==> src/rtl/div32_seq.sv <==
// Sequential 32-bit unsigned restoring divider, one quotient bit per clock.
// A single adder32 in subtract mode is the only arithmetic element.

module adder32 (
  input  logic [31:0] a,
  input  logic [31:0] b,
  input  logic        cin,
  output logic [31:0] sum,
  output logic        cout
);
  logic [32:0] res;

  // cin=1 selects subtract: sum = a - b, cout is the borrow out.
  always_comb begin
    if (cin) res = {1'b0, a} - {1'b0, b};
    else     res = {1'b0, a} + {1'b0, b};
  end

  assign sum  = res[31:0];
  assign cout = res[32];
endmodule

module div32_seq #(
  parameter int WIDTH = 32
) (
  input  logic             clk,
  input  logic             rst,
  input  logic             start,
  input  logic [WIDTH-1:0] dividend,
  input  logic [WIDTH-1:0] divisor,
  output logic             busy,
  output logic             done,
  output logic [WIDTH-1:0] quotient,
  output logic [WIDTH-1:0] remainder,
  output logic             div_by_zero
);
  typedef enum logic [1:0] {IDLE, RUN, DONE} state_t;

  state_t           state;
  logic [WIDTH-1:0] q_r, r_r, d_r;
  logic [4:0]       count;

  logic [WIDTH-1:0] p, t, r_next, q_next;
  logic             s, borrow, accept;

  // The bit shifted out of R means the partial remainder is >= 2^32,
  // so the subtraction must succeed regardless of the adder's borrow.
  assign p      = {r_r[WIDTH-2:0], q_r[WIDTH-1]};
  assign s      = r_r[WIDTH-1];
  assign accept = s | ~borrow;
  assign r_next = accept ? t : p;
  assign q_next = {q_r[WIDTH-2:0], accept};

  adder32 u_sub (
    .a    (p),
    .b    (d_r),
    .cin  (1'b1),
    .sum  (t),
    .cout (borrow)
  );

  always_ff @(posedge clk) begin
    if (rst) begin
      state       <= IDLE;
      busy        <= 1'b0;
      done        <= 1'b0;
      quotient    <= '0;
      remainder   <= '0;
      div_by_zero <= 1'b0;
      count       <= '0;
    end else begin
      case (state)
        IDLE: begin
          done <= 1'b0;
          if (start) begin
            busy <= 1'b1;
            if (divisor != '0) begin
              q_r         <= dividend;
              d_r         <= divisor;
              r_r         <= '0;
              count       <= '0;
              div_by_zero <= 1'b0;
              state       <= RUN;
            end else begin
              quotient    <= '1;
              remainder   <= dividend;
              div_by_zero <= 1'b1;
              state       <= DONE;
            end
          end
        end
        RUN: begin
          q_r   <= q_next;
          r_r   <= r_next;
          count <= count + 5'd1;
          if (count == 5'd31) begin
            quotient  <= q_next;
            remainder <= r_next;
            done      <= 1'b1;
            state     <= DONE;
          end
        end
        DONE: begin
          // A divide-by-zero enters here with done low and pulses it next cycle.
          if (done) begin
            done  <= 1'b0;
            busy  <= 1'b0;
            state <= IDLE;
          end else begin
            done <= 1'b1;
          end
        end
        default: state <= IDLE;
      endcase
    end
  end
endmodule

==> config.mk <==
export PLATFORM = sky130hd
export DESIGN_NAME = div32_seq
export DESIGN_NICKNAME = d
export VERILOG_FILES = /design/src/rtl/div32_seq.sv
export SDC_FILE = /design/constraint.sdc
export NUM_CORES = 1
export LEC_CHECK = 0
export ABC_CLOCK_PERIOD_IN_PS = 6900
export CAP_MARGIN = 20
export CELL_PAD_IN_SITES_DETAIL_PLACEMENT = 1
export CELL_PAD_IN_SITES_GLOBAL_PLACEMENT = 1
export CORE_MARGIN = 2
export CORE_UTILIZATION = 42
export CTS_CLUSTER_SIZE = 25
export DETAILED_ROUTE_END_ITERATION = 10
export MAX_ROUTING_LAYER = met4
export PLACE_DENSITY_LB_ADDON = 0.15
export SLEW_MARGIN = 20
export SYNTH_ARGS = -nofsm -noshare
export SYNTH_HDL_FRONTEND = slang
export SYNTH_SLANG_ARGS = --single-unit
==> constraint.sdc <==
create_clock -name clk -period 6.9 [get_ports clk]
set_clock_uncertainty 0.1 [all_clocks]
set_input_delay 1.38 -clock clk [delete_from_list [all_inputs] [get_ports clk]]
set_output_delay 1.38 -clock clk [all_outputs]
set_load 0.005 [all_outputs]
==> run_results.csv <==
group,metric,value,unit
sta,whs,384,ps
grt,grt_antenna_before_repair,0,
sta,grt_setup_unrepaired,"false",
place,post-dp-hpwl,17300,µm
layout,final_common_cell,"nand2_1",
setup_path,cp_max_fo,83,
setup_path,startpoint_type,"primary input",
logic_synthesis,syn_area_per_cell,9.85,µm²
worst_hold_path,hold_depth,2,
die,dieArea,0.0218,mm²
setup_path,slowest_delay,650,ps
place,dpl_worst_slack,1870,ps
route,drc,0,
place,dpl.cell_count,1239,
clock_network,cts_setup_buffers,0,
logic_synthesis,syn_area,0.00867,mm²
setup_path,r2r_cells,14,
grt,grtUsageMet2,35.6,%
logic_synthesis,ys_ff_latch,170,
sta,setup_violations,0,
sta,fin_ws,2270,ps
die,die_w,148,µm
layout,final_cells,1272,
layout,final_cell_mix,"nand2_1, clkdlybuf4s50_1, edfxtp_1",
die,die_h,148,µm
power_and_ir_drop,ir_drop,178,µV
logic_synthesis,seq_area_frac_synth,50.3,%
clock_network,cts_tree,"built",
route,ant_nets,0,
die,start_util,42.8,%
place,gp_congestion,0.835,
setup_path,worstPathCellList,"clkdlybuf4s50_1 -> nor4_1 -> nand4_1 -> nor2_1 -> nand2_1 -> a22oi_2 -> buf_4 -> o21ai_0 -> a221o_1 -> a21oi_1",
logic_synthesis,async_reset_ff_share,0,%
layout,syn2layout_area_growth,24.4,%
route,dr.pass1.iters,4,
setup_path,critPathKind,"in -> reg",
clock_network,cts_hold_buffers,0,
layout,post-route-util,53.3,%
logic_synthesis,synth_nets,986,
clock_network,ctsHtreeMaxLevel,4,
job,max_cap_viol_count,0,
sta,fmax,216,MHz
setup_path,cp-end-kind,"flip-flop",
sta,relSlewSlack,39.0,%
logic_synthesis,ys_types,66,
route,drt_wl_total,24500,µm
sta,fin_crit_sh,67.1,%
route,drtIter0Drc,483,
worst_hold_path,hold_end,"busy",
grt,grtUsageMet3,3.86,%
worst_hold_path,hp-start,"busy",
layout,nNetsFinal,1095,
layout,fill_cells,2229,
setup_path,r2r_start,"q_r[31]",
grt,grt_pass1_vias,7191,
grt,track_usage,23.8,%
clock_network,worstSkewPairLatency,440,ps
setup_path,critPathRequiredTime,7160,ps
route,wire_per_inst,19.3,µm
clock_network,clock_path_buffers,2,
grt,overflow,0,
power_and_ir_drop,leakage,4.14,nW
logic_synthesis,ys.flop_type,"edfxtp_1",
grt,top_usage_layer,"met2",
status,status,"finished clean",
layout,final_layout_size_suffix_gt1_share,9.78,%
die,fp.coreArea,0.0202,mm²
setup_path,worst_r2r_endpoint,"remainder[17]",
clock_network,root_buffer,"clkbuf_16",
sta,drv_slew,0,
sta,worstMarginPinSlew,915,ps
logic_synthesis,synth_edf_count,96,
sta,hold_violations,0,
logic_synthesis,synthCells,880,
sta,setup_tns,0,ps
clock_network,cts_resized,0,
setup_path,r2r_slack,2730,ps
worst_hold_path,min_path_type,"reg -> reg",
route,via_per_inst,5.59,
place,port_buffers,133,
sta,layout_min_cycle_time,4630,ps
clock_network,cts.sinks,170,
grt,grt_max_degree,84,
clock_network,clk_pin_slew,70,ps
die,num_rows,52,
grt,grt_pass1_wl,39700,µm
clock_network,numCtsBuffers,17,
layout,diodes,0,
route,vias,7112,
die,io_pins,134,
logic_synthesis,yosysWarnings,0,
power_and_ir_drop,power_density,392,mW/mm²
setup_path,cp_slowest_cell,"buf_4",
grt,grt_use_met1,34.1,%
setup_path,cp.arrival,4890,ps
-- layout make-up --
| cell class | count | area, µm² | area share [%] |
|---|---|---|---|
| clock buffer | 18 | 439 | 4.07 |
| clock inverter | 14 | 155 | 1.44 |
| inverter | 49 | 185 | 1.72 |
| multi-input combinational | 610 | 3910 | 36.3 |
| sequential | 170 | 4360 | 40.5 |
| tap | 270 | 338 | 3.13 |
| timing repair buffer | 141 | 1390 | 12.9 |
-- critical path, delay by kind of cell --
kind | cells | cell delay [ps]
compound gates | 4 | 1070
buf+inv | 2 | 1070
simple gates | 4 | 1320
-- worst max path at each step --
| stage | from | end | cells after the start |
|---|---|---|---|
| after global routing | divisor[6] | remainder[25] | 10 |
| after CTS | divisor[6] | remainder[25] | 10 |
| final | divisor[6] | remainder[25] | 10 |
| after floorplan | divisor[28] | q_r[0] | 6 |
| after detailed placement | divisor[6] | remainder[25] | 10 |
| after global placement | divisor[6] | remainder[25] | 10 |
-- synth_stat cells (all sizes together), types with 3 or more instances --
master  count  area share [%]
a211oi     12             1.2
a21o        9            0.78
a21oi      43             2.5
a22oi       3            0.26
a31oi       6            0.61
and2        6            0.43
and3        4            0.29
buf        15             1.1
clkbuf     36             1.6
dfxtp      74              17
edfxtp     96              33
ha         38             5.5
inv        49             2.1
mux2       11             1.4
mux2i       7            0.81
nand2     139             6.0
nand2b      9            0.65
nand3      31             1.8
nand4       7            0.51
nor2       78             3.4
nor3       13            0.88
nor3b       3            0.26
nor4        9            0.65
o211ai      6            0.52
o21a        3            0.26
o21ai      34             2.0
o21bai      4            0.35
o221a      19             2.5
o22ai      31             2.2
o31ai      19             2.4
o41ai       3            0.39
or3         7            0.51
xnor2      14             1.4
xor2       13             1.3
-- state kept, by name, indices dropped and copies added (netlist names) --
signal / flops
count: 5
remainder: 32
div_by_zero: 1
r_r: 32
quotient: 32
done: 1
d_r: 32
busy: 1
state: 2
q_r: 32
-- per-layer routing --
layer / wire length, µm / vias up
li1: - / 3429
met1: 12100 / 3495
met2: 11000 / 165
met3: 1100 / 23
met4: 333 / 0
met5: 0 / -
-- cell families after synthesis --
family | synth area share (%)
xor+xnor | 2.73
flops | 50.3
compound gates | 18.6
fa+ha+maj | 5.72
buf+inv | 4.76
mux | 2.24
simple gates | 15.6
-- report_power, final --
part / total (mW) / switching (mW) / internal (mW)
logic: 1.75 / 0.996 / 0.749
registers: 1.52 / 0.149 / 1.37
clock network: 0.964 / 0.469 / 0.496
total: 4.23 / 1.61 / 2.61
-- through the flow --
step	cell area [µm²]	power, mW
finish	10800	4.23
global route	10800	4.50
CTS	10800	4.25
detailed placement	10200	3.26
global placement	10200	3.21
floorplan	8670	2.61
Note: power is estimated with default switching activity, not from simulation.
